**src/rtl/ps2_cmd_if.sv**
```systemverilog
// Command/response handshake between a host agent and the PS/2 command sequencer.
interface ps2_cmd_if;
    logic       cmd_valid;
    logic [7:0] cmd_data;
    logic       cmd_ready;
    logic       busy;
    logic       resp_valid;
    logic [7:0] resp_byte;
    logic [1:0] resp_err;

    modport master (
        output cmd_valid, cmd_data,
        input  cmd_ready, busy, resp_valid, resp_byte, resp_err
    );

    modport slave (
        input  cmd_valid, cmd_data,
        output cmd_ready, busy, resp_valid, resp_byte, resp_err
    );
endinterface

```
**src/rtl/ps2_cmd_ctrl.sv**
```systemverilog
// PS/2 host-to-device command sequencer: inhibit, RTS, 11-bit TX frame, line ACK, response RX, resend on 0xFE.
// Optional macro PS2_PARITY_CHECK_EN adds odd-parity checking of the received response.
//
// state     | meaning
// ----------+-----------------------------------------------------------
// IDLE      | ready for a command byte
// INHIBIT   | PS/2 clock held low for INHIBIT_CYCLES
// RTS       | clock released, data pulled low (start bit)
// TX        | shifting data/parity/stop on device clock falls, ACK on fall 11
// WAIT_IDLE | waiting for both lines high before the response frame
// RX        | sampling the 11-bit response frame on device clock falls
// EVAL      | classify response: ok, resend, or error
// RESULT    | one-cycle resp_valid strobe
module ps2_cmd_ctrl #(
    parameter int unsigned INHIBIT_CYCLES = 10000,
    parameter int unsigned TIMEOUT_CYCLES = 2000000,
    parameter int unsigned MAX_RETRY      = 3
) (
    input  logic      clk,
    input  logic      rst_n,
    ps2_cmd_if.slave  cmd,
    input  logic      ps2_clk_in,
    input  logic      ps2_data_in,
    output logic      ps2_clk_oe,
    output logic      ps2_data_oe
);

    localparam int unsigned INH_W = $clog2(INHIBIT_CYCLES + 1);
    localparam int unsigned TMO_W = $clog2(TIMEOUT_CYCLES + 1);
    localparam int unsigned RTY_W = (MAX_RETRY < 1) ? 1 : $clog2(MAX_RETRY + 1);

    localparam logic [INH_W-1:0] INH_LOAD = INH_W'(INHIBIT_CYCLES - 1);
    localparam logic [TMO_W-1:0] TMO_LOAD = TMO_W'(TIMEOUT_CYCLES);
    localparam logic [RTY_W-1:0] MAX_RTY  = RTY_W'(MAX_RETRY);

    typedef enum logic [2:0] {
        S_IDLE, S_INHIBIT, S_RTS, S_TX, S_WAIT_IDLE, S_RX, S_EVAL, S_RESULT
    } state_t;

    state_t            state_q, state_d;
    logic [7:0]        cmd_byte_q, cmd_byte_d;
    logic              par_q, par_d;
    logic [RTY_W-1:0]  retry_q, retry_d;
    logic [3:0]        bit_idx_q, bit_idx_d;
    logic              drive_q, drive_d;
    logic [10:0]       rx_q, rx_d;
    logic [INH_W-1:0]  inh_q, inh_d;
    logic [TMO_W-1:0]  tmo_q, tmo_d;
    logic [1:0]        err_q, err_d;
    logic [7:0]        resp_byte_q, resp_byte_d;
    logic              rdy_q;

    logic clk_meta_q, clk_sync_q, clk_prev_q;
    logic data_meta_q, data_sync_q;
    logic fall, tmo_hit, par_ok;

    always_ff @(posedge clk or negedge rst_n) begin
        if (!rst_n) begin
            clk_meta_q  <= 1'b1;
            clk_sync_q  <= 1'b1;
            clk_prev_q  <= 1'b1;
            data_meta_q <= 1'b1;
            data_sync_q <= 1'b1;
        end else begin
            clk_meta_q  <= ps2_clk_in;
            clk_sync_q  <= clk_meta_q;
            clk_prev_q  <= clk_sync_q;
            data_meta_q <= ps2_data_in;
            data_sync_q <= data_meta_q;
        end
    end

    assign fall = clk_prev_q & ~clk_sync_q;

    // A device clock fall in the terminal-count cycle takes priority over the timeout.
    assign tmo_hit = (state_q inside {S_RTS, S_TX, S_WAIT_IDLE, S_RX}) && (tmo_q == '0) && !fall;

`ifdef PS2_PARITY_CHECK_EN
    assign par_ok = ^rx_q[9:1];
`else
    logic par_unused;
    assign par_unused = rx_q[9];
    assign par_ok     = 1'b1;
`endif

    always_comb begin
        state_d     = state_q;
        cmd_byte_d  = cmd_byte_q;
        par_d       = par_q;
        retry_d     = retry_q;
        bit_idx_d   = bit_idx_q;
        drive_d     = drive_q;
        rx_d        = rx_q;
        inh_d       = inh_q;
        err_d       = err_q;
        resp_byte_d = resp_byte_q;

        case (state_q)
            S_IDLE: begin
                if (cmd.cmd_valid && rdy_q) begin
                    cmd_byte_d = cmd.cmd_data;
                    par_d      = ~^cmd.cmd_data;
                    retry_d    = '0;
                    inh_d      = INH_LOAD;
                    state_d    = S_INHIBIT;
                end
            end
            S_INHIBIT: begin
                if (inh_q == '0) state_d = S_RTS;
                else             inh_d   = inh_q - INH_W'(1);
            end
            S_RTS: begin
                if (tmo_hit) begin
                    err_d   = 2'd1;
                    state_d = S_RESULT;
                end else begin
                    drive_d   = 1'b1;
                    bit_idx_d = '0;
                    state_d   = S_TX;
                end
            end
            S_TX: begin
                if (fall) begin
                    bit_idx_d = bit_idx_q + 4'd1;
                    if (bit_idx_q < 4'd8) begin
                        drive_d = ~cmd_byte_q[bit_idx_q[2:0]];
                    end else if (bit_idx_q == 4'd8) begin
                        drive_d = ~par_q;
                    end else if (bit_idx_q == 4'd9) begin
                        drive_d = 1'b0;
                    end else if (data_sync_q) begin
                        err_d   = 2'd2;
                        state_d = S_RESULT;
                    end else begin
                        state_d = S_WAIT_IDLE;
                    end
                end else if (tmo_hit) begin
                    err_d   = 2'd1;
                    state_d = S_RESULT;
                end
            end
            S_WAIT_IDLE: begin
                if (clk_sync_q && data_sync_q) begin
                    bit_idx_d = '0;
                    state_d   = S_RX;
                end else if (tmo_hit) begin
                    err_d   = 2'd1;
                    state_d = S_RESULT;
                end
            end
            S_RX: begin
                if (fall) begin
                    rx_d      = {data_sync_q, rx_q[10:1]};
                    bit_idx_d = bit_idx_q + 4'd1;
                    if (bit_idx_q == 4'd10) state_d = S_EVAL;
                end else if (tmo_hit) begin
                    err_d   = 2'd1;
                    state_d = S_RESULT;
                end
            end
            S_EVAL: begin
                resp_byte_d = rx_q[8:1];
                state_d     = S_RESULT;
                if (rx_q[0] || !rx_q[10] || !par_ok) begin
                    err_d = 2'd2;
                end else if (rx_q[8:1] == 8'hFA) begin
                    err_d = 2'd0;
                end else if (rx_q[8:1] == 8'hFE && retry_q < MAX_RTY) begin
                    retry_d = retry_q + RTY_W'(1);
                    inh_d   = INH_LOAD;
                    state_d = S_INHIBIT;
                end else begin
                    err_d = 2'd3;
                end
            end
            S_RESULT: state_d = S_IDLE;
            default:  state_d = S_IDLE;
        endcase

        tmo_d = tmo_q;
        if (fall || state_d != state_q) tmo_d = TMO_LOAD;
        else if (tmo_q != '0)           tmo_d = tmo_q - TMO_W'(1);
    end

    always_ff @(posedge clk or negedge rst_n) begin
        if (!rst_n) begin
            state_q     <= S_IDLE;
            cmd_byte_q  <= '0;
            par_q       <= 1'b0;
            retry_q     <= '0;
            bit_idx_q   <= '0;
            drive_q     <= 1'b0;
            rx_q        <= '0;
            inh_q       <= '0;
            tmo_q       <= TMO_LOAD;
            err_q       <= '0;
            resp_byte_q <= '0;
            rdy_q       <= 1'b0;
        end else begin
            state_q     <= state_d;
            cmd_byte_q  <= cmd_byte_d;
            par_q       <= par_d;
            retry_q     <= retry_d;
            bit_idx_q   <= bit_idx_d;
            drive_q     <= drive_d;
            rx_q        <= rx_d;
            inh_q       <= inh_d;
            tmo_q       <= tmo_d;
            err_q       <= err_d;
            resp_byte_q <= resp_byte_d;
            rdy_q       <= 1'b1;
        end
    end

    // Line drivers decode straight from state so reset and aborts release the pins without a clock.
    assign ps2_clk_oe  = (state_q == S_INHIBIT);
    assign ps2_data_oe = ((state_q == S_RTS) || (state_q == S_TX && drive_q)) && !tmo_hit;

    assign cmd.cmd_ready  = rdy_q && (state_q == S_IDLE);
    assign cmd.busy       = (state_q != S_IDLE);
    assign cmd.resp_valid = (state_q == S_RESULT);
    assign cmd.resp_byte  = resp_byte_q;
    assign cmd.resp_err   = err_q;

endmodule
```
**src/flat_wrapper.sv**
```systemverilog
// flat-port wrapper written by rule: the top's interface ports become plain ports
module ps2_cmd_ctrl_flat 
#(
    parameter int unsigned INHIBIT_CYCLES = 10000,
    parameter int unsigned TIMEOUT_CYCLES = 2000000,
    parameter int unsigned MAX_RETRY      = 3
)
  (clk, rst_n, ps2_clk_in, ps2_data_in, ps2_clk_oe, ps2_data_oe, cmd_cmd_valid, cmd_cmd_data, cmd_cmd_ready, cmd_busy, cmd_resp_valid, cmd_resp_byte, cmd_resp_err);
  ps2_cmd_if cmd_i ();
  input  logic clk;
  input  logic rst_n;
  input  logic ps2_clk_in;
  input  logic ps2_data_in;
  output logic ps2_clk_oe;
  output logic ps2_data_oe;
  input wire logic [$bits(cmd_i.cmd_valid)-1:0] cmd_cmd_valid;
  input wire logic [$bits(cmd_i.cmd_data)-1:0] cmd_cmd_data;
  output wire logic [$bits(cmd_i.cmd_ready)-1:0] cmd_cmd_ready;
  output wire logic [$bits(cmd_i.busy)-1:0] cmd_busy;
  output wire logic [$bits(cmd_i.resp_valid)-1:0] cmd_resp_valid;
  output wire logic [$bits(cmd_i.resp_byte)-1:0] cmd_resp_byte;
  output wire logic [$bits(cmd_i.resp_err)-1:0] cmd_resp_err;
  assign cmd_i.cmd_valid = cmd_cmd_valid;
  assign cmd_i.cmd_data = cmd_cmd_data;
  assign cmd_cmd_ready = cmd_i.cmd_ready;
  assign cmd_busy = cmd_i.busy;
  assign cmd_resp_valid = cmd_i.resp_valid;
  assign cmd_resp_byte = cmd_i.resp_byte;
  assign cmd_resp_err = cmd_i.resp_err;
  ps2_cmd_ctrl #(.INHIBIT_CYCLES(INHIBIT_CYCLES), .TIMEOUT_CYCLES(TIMEOUT_CYCLES), .MAX_RETRY(MAX_RETRY)) u_core (.clk(clk), .rst_n(rst_n), .cmd(cmd_i), .ps2_clk_in(ps2_clk_in), .ps2_data_in(ps2_data_in), .ps2_clk_oe(ps2_clk_oe), .ps2_data_oe(ps2_data_oe));
endmodule
```
**config.mk**
```make
export PLATFORM = sky130hd
export DESIGN_NAME = ps2_cmd_ctrl_flat
export DESIGN_NICKNAME = d
export VERILOG_FILES = /design/src/rtl/ps2_cmd_if.sv /design/src/rtl/ps2_cmd_ctrl.sv /design/src/flat_wrapper.sv
export SDC_FILE = /design/constraint.sdc
export NUM_CORES = 1
export LEC_CHECK = 0
export ABC_AREA = 0
export BUFFER_PORTS_ARGS = -buffer_cell sky130_fd_sc_hd__buf_2
export CAP_MARGIN = 20
export CORE_MARGIN = 5
export CORE_UTILIZATION = 40
export CTS_CLUSTER_DIAMETER = 150
export CTS_CLUSTER_SIZE = 40
export DETAILED_ROUTE_END_ITERATION = 10
export GPL_TIMING_DRIVEN = 0
export PLACE_DENSITY = 0.68
export RECOVER_POWER = 25
export SYNTH_ARGS = -nofsm -noshare
export SYNTH_HDL_FRONTEND = slang
export SYNTH_SLANG_ARGS = --single-unit
```
**constraint.sdc**
```tcl
create_clock -name clk -period 2.8 [get_ports clk]
set_clock_uncertainty 0.1 [all_clocks]
set_input_delay 0 -clock clk [delete_from_list [all_inputs] [get_ports clk]]
set_output_delay 0 -clock clk [all_outputs]
set_load 0.02 [all_outputs]
```
==> results.cfg <==
[status]
status = completed

[job]
maxCapViolations = 0

[final_layout]
area_growth_pct = 17.0
num_antenna_cells = 0
mostFrequentLayoutCells = dfrtp_1, nand2_1, nor2_1
layout-drive-gt1-share_pct = 20.3
final_nets = 487
layout_commonest_cell = dfrtp_1

[clock_tree]
clk_path_buf_depth = 2
cts_root_buf = clkbuf_8
htree_levels = 3
tritoncts = done
cts_buffers = 9
clk_pin_slew_ps = 90
clock-sinks = 81
insertion_delay_ps = 360

[placement]
place_ws_ps = 4.78
gp_congestion = 0.844
dp_hpwl_mm = 5.97
io_buffers = 27

[timing]
setup_violations = 0
period_share_pct = 93.7
finalHoldViolCount = 0
layout_setup_ws_ps = 177
tightest_slew_ps = 1050
max_freq_mhz = 381
max-slew-margin-rel_pct = 30.1
holdWs_ps = 181
min_period_ps = 2620
slew_viol_final = 0

[power]
max-vdd-ir-drop_v = 0.000361
power_density_mw_per_mm2 = 868
leakagePower_nw = 2.11
p_total_mw = 4.21

[die]
core_mm2 = 0.0102
row_count = 37
initial_core_util_pct = 40.6
num_io_pins = 28
die_x_um = 112
die_area_mm2 = 0.0125
die_h_um = 112

[drt]
final_antenna_net_count = 0
drt_wl_total_mm = 8.72
drt-vias-per-instance = 5.31
first_iter_violations = 184
vias = 3231
drt_pass1_iterations = 5
drc = 0
routedWlPerCell_um = 14.3

[logic_synthesis]
yosysTopAreaCell = dfrtp_1
synth_top_cell_area_share_pct = 41.6
ys_types = 63
syn_avg_cell_area_um2 = 10.0
yosys_warnings = 0
synthFlopType = dfrtp_1
yosysSeqAreaShare_pct = 49.2
ys_seq_elements = 81
syn_inst = 414
syn_area_mm2 = 0.00415
yosys-top-cells-area = dfrtp_1, dfstp_2, xnor2_1
syn_nets = 434
synth_edf_count = 0
ys_async_sr_fraction_pct = 100

[global_route]
grt_use_total_pct = 14.7
grt_pass1_vias = 3263
grt_max_degree = 44
grt_pass1_wl_mm = 15.4
antenna_found_initial = 0
gr-total-overflow = 0

[critical_path]
timing.critical_path.buf_inv = 1
r2r_end = u_core.tmo_q[17]
end_kind = register
crit_type = reg -> reg
crit_family = compound AO/OA/AOI/OAI gates
reg2regPathDepth = 8
crit-reg2reg-launch = u_core.bit_idx_q[1]
max_stage_delay_ps = 500
path_cells = inv_1, ha_1, o21ba_1, o21ai_1, a2bb2oi_1, a311o_1, or4_4, or3b_1
worst-endpoint-required_ps = 2980
arrival_ps = 2810
start_kind = register
r2r_slack_ps = 180
cpMaxStageDelayCell = dfrtp_1
crit_fanout = 9

[hold_path]
min_to = u_core.clk_meta_q
hp-class = in -> reg
holdPathStages = 2
min-delay-start = ps2_clk_in
==> flip-flops by register name (all words and copies together), names as in the netlist, 2 cells and up <==
name,cells
u_core.bit_idx_q,4
u_core.rx_q,11
u_core.inh_q,14
u_core.tmo_q,21
u_core.retry_q,2
u_core.cmd_byte_q,8
u_core.cmd.resp_err,2
u_core.state_q,3
u_core.cmd.resp_byte,8
==> where the power goes <==
group,leakage (nW),internal (mW),switching [mW]
combinational,0.995,0.677,0.895
clock,0.114,0.521,0.471
sequential,1.01,1.43,0.218
==> per-layer routing <==
layer	vias to the layer above	global-route usage [%]	part of all wire [%]
met2	43	24.1	49
met5	-	0	0
met1	1596	19.0	47
li1	1581	-	-
met4	0	4.54	1.4
met3	11	3.91	3.5
==> what timing repair did <==
action | 4_1_cts | 5_1_grt
hold endpoints to repair | 85 | 0
endpoints found under the setup margin | 2 | 31
hold buffers | 12 | 0
cloned | 0 | 0
gates resized for setup | 0 | 4
pin swaps | 1 | 2
setup buffers | 1 | 1
==> Yosys cell counts, drive strengths merged (2+ instances only) <==
master   n
nor3    14
nand3    9
o21ai   23
a21o     4
and3     2
buf     10
o21a     2
mux4     2
xor2     6
nor4    20
mux2    20
xnor2   28
o41ai    2
inv     11
dfstp   12
and2     2
or4      4
a21oi   13
o31ai    4
or3      7
nand3b   3
nor2b    3
nand4    4
nand2   49
dfrtp   69
nor2    40
or2      2
clkbuf   7
nand2b   8
o21bai   3
ha       7
==> metrics by stage <==
stage	area, um2	setup TNS, ps	util [%]	instances
floorplan	4150	0	-	414
global placement	4450	0	43.5	577
detailed placement	4480	0	43.8	578
CTS	4840	0	47.3	607
global route	4860	-6.13	47.5	608
finish	4860	0	47.5	608
==> worst max-delay path by stage <==
stage | from | endpoint | cells after the start
2_1_floorplan | u_core.bit_idx_q[0] | u_core.tmo_q[17] | 8
3_3_place_gp | u_core.inh_q[0] | u_core.inh_q[10] | 9
3_5_place_dp | u_core.inh_q[0] | u_core.inh_q[5] | 9
4_1_cts | u_core.tmo_q[6] | u_core.tmo_q[4] | 7
5_1_grt | u_core.tmo_q[16] | u_core.tmo_q[18] | 6
6_report | u_core.bit_idx_q[1] | u_core.tmo_q[17] | 8
==> logic make-up (layout without fill, tap and decap cells) <==
logic type                 Yosys count  count (layout)  share of synthesized area (%)
AOI/OAI and AO/OA                   68              68                           10.7
xor gates and xnor gates            34              34                           7.18
adders and majority gates            7               7                           2.11
buffers and inverters               28              86                           3.23
DFF                                 81              81                           49.2
muxes                               22              22                           6.51
other                                1               1                         0.0904
and+or+nand+nor                    173             173                           21.0
==> area by class of cell <==
| cell class | instances | area, um2 |
|---|---|---|
| inverter | 11 | 41.3 |
| multi-input combinational | 305 | 1990 |
| timing repair buffer | 42 | 290 |
| clock inverter | 7 | 108 |
| sequential | 81 | 2040 |
| clock buffer | 9 | 124 |
| tap | 136 | 170 |
| buffer | 17 | 92.6 |
| fill | 951 | 5380 |
(Power assumes the default switching activity.)
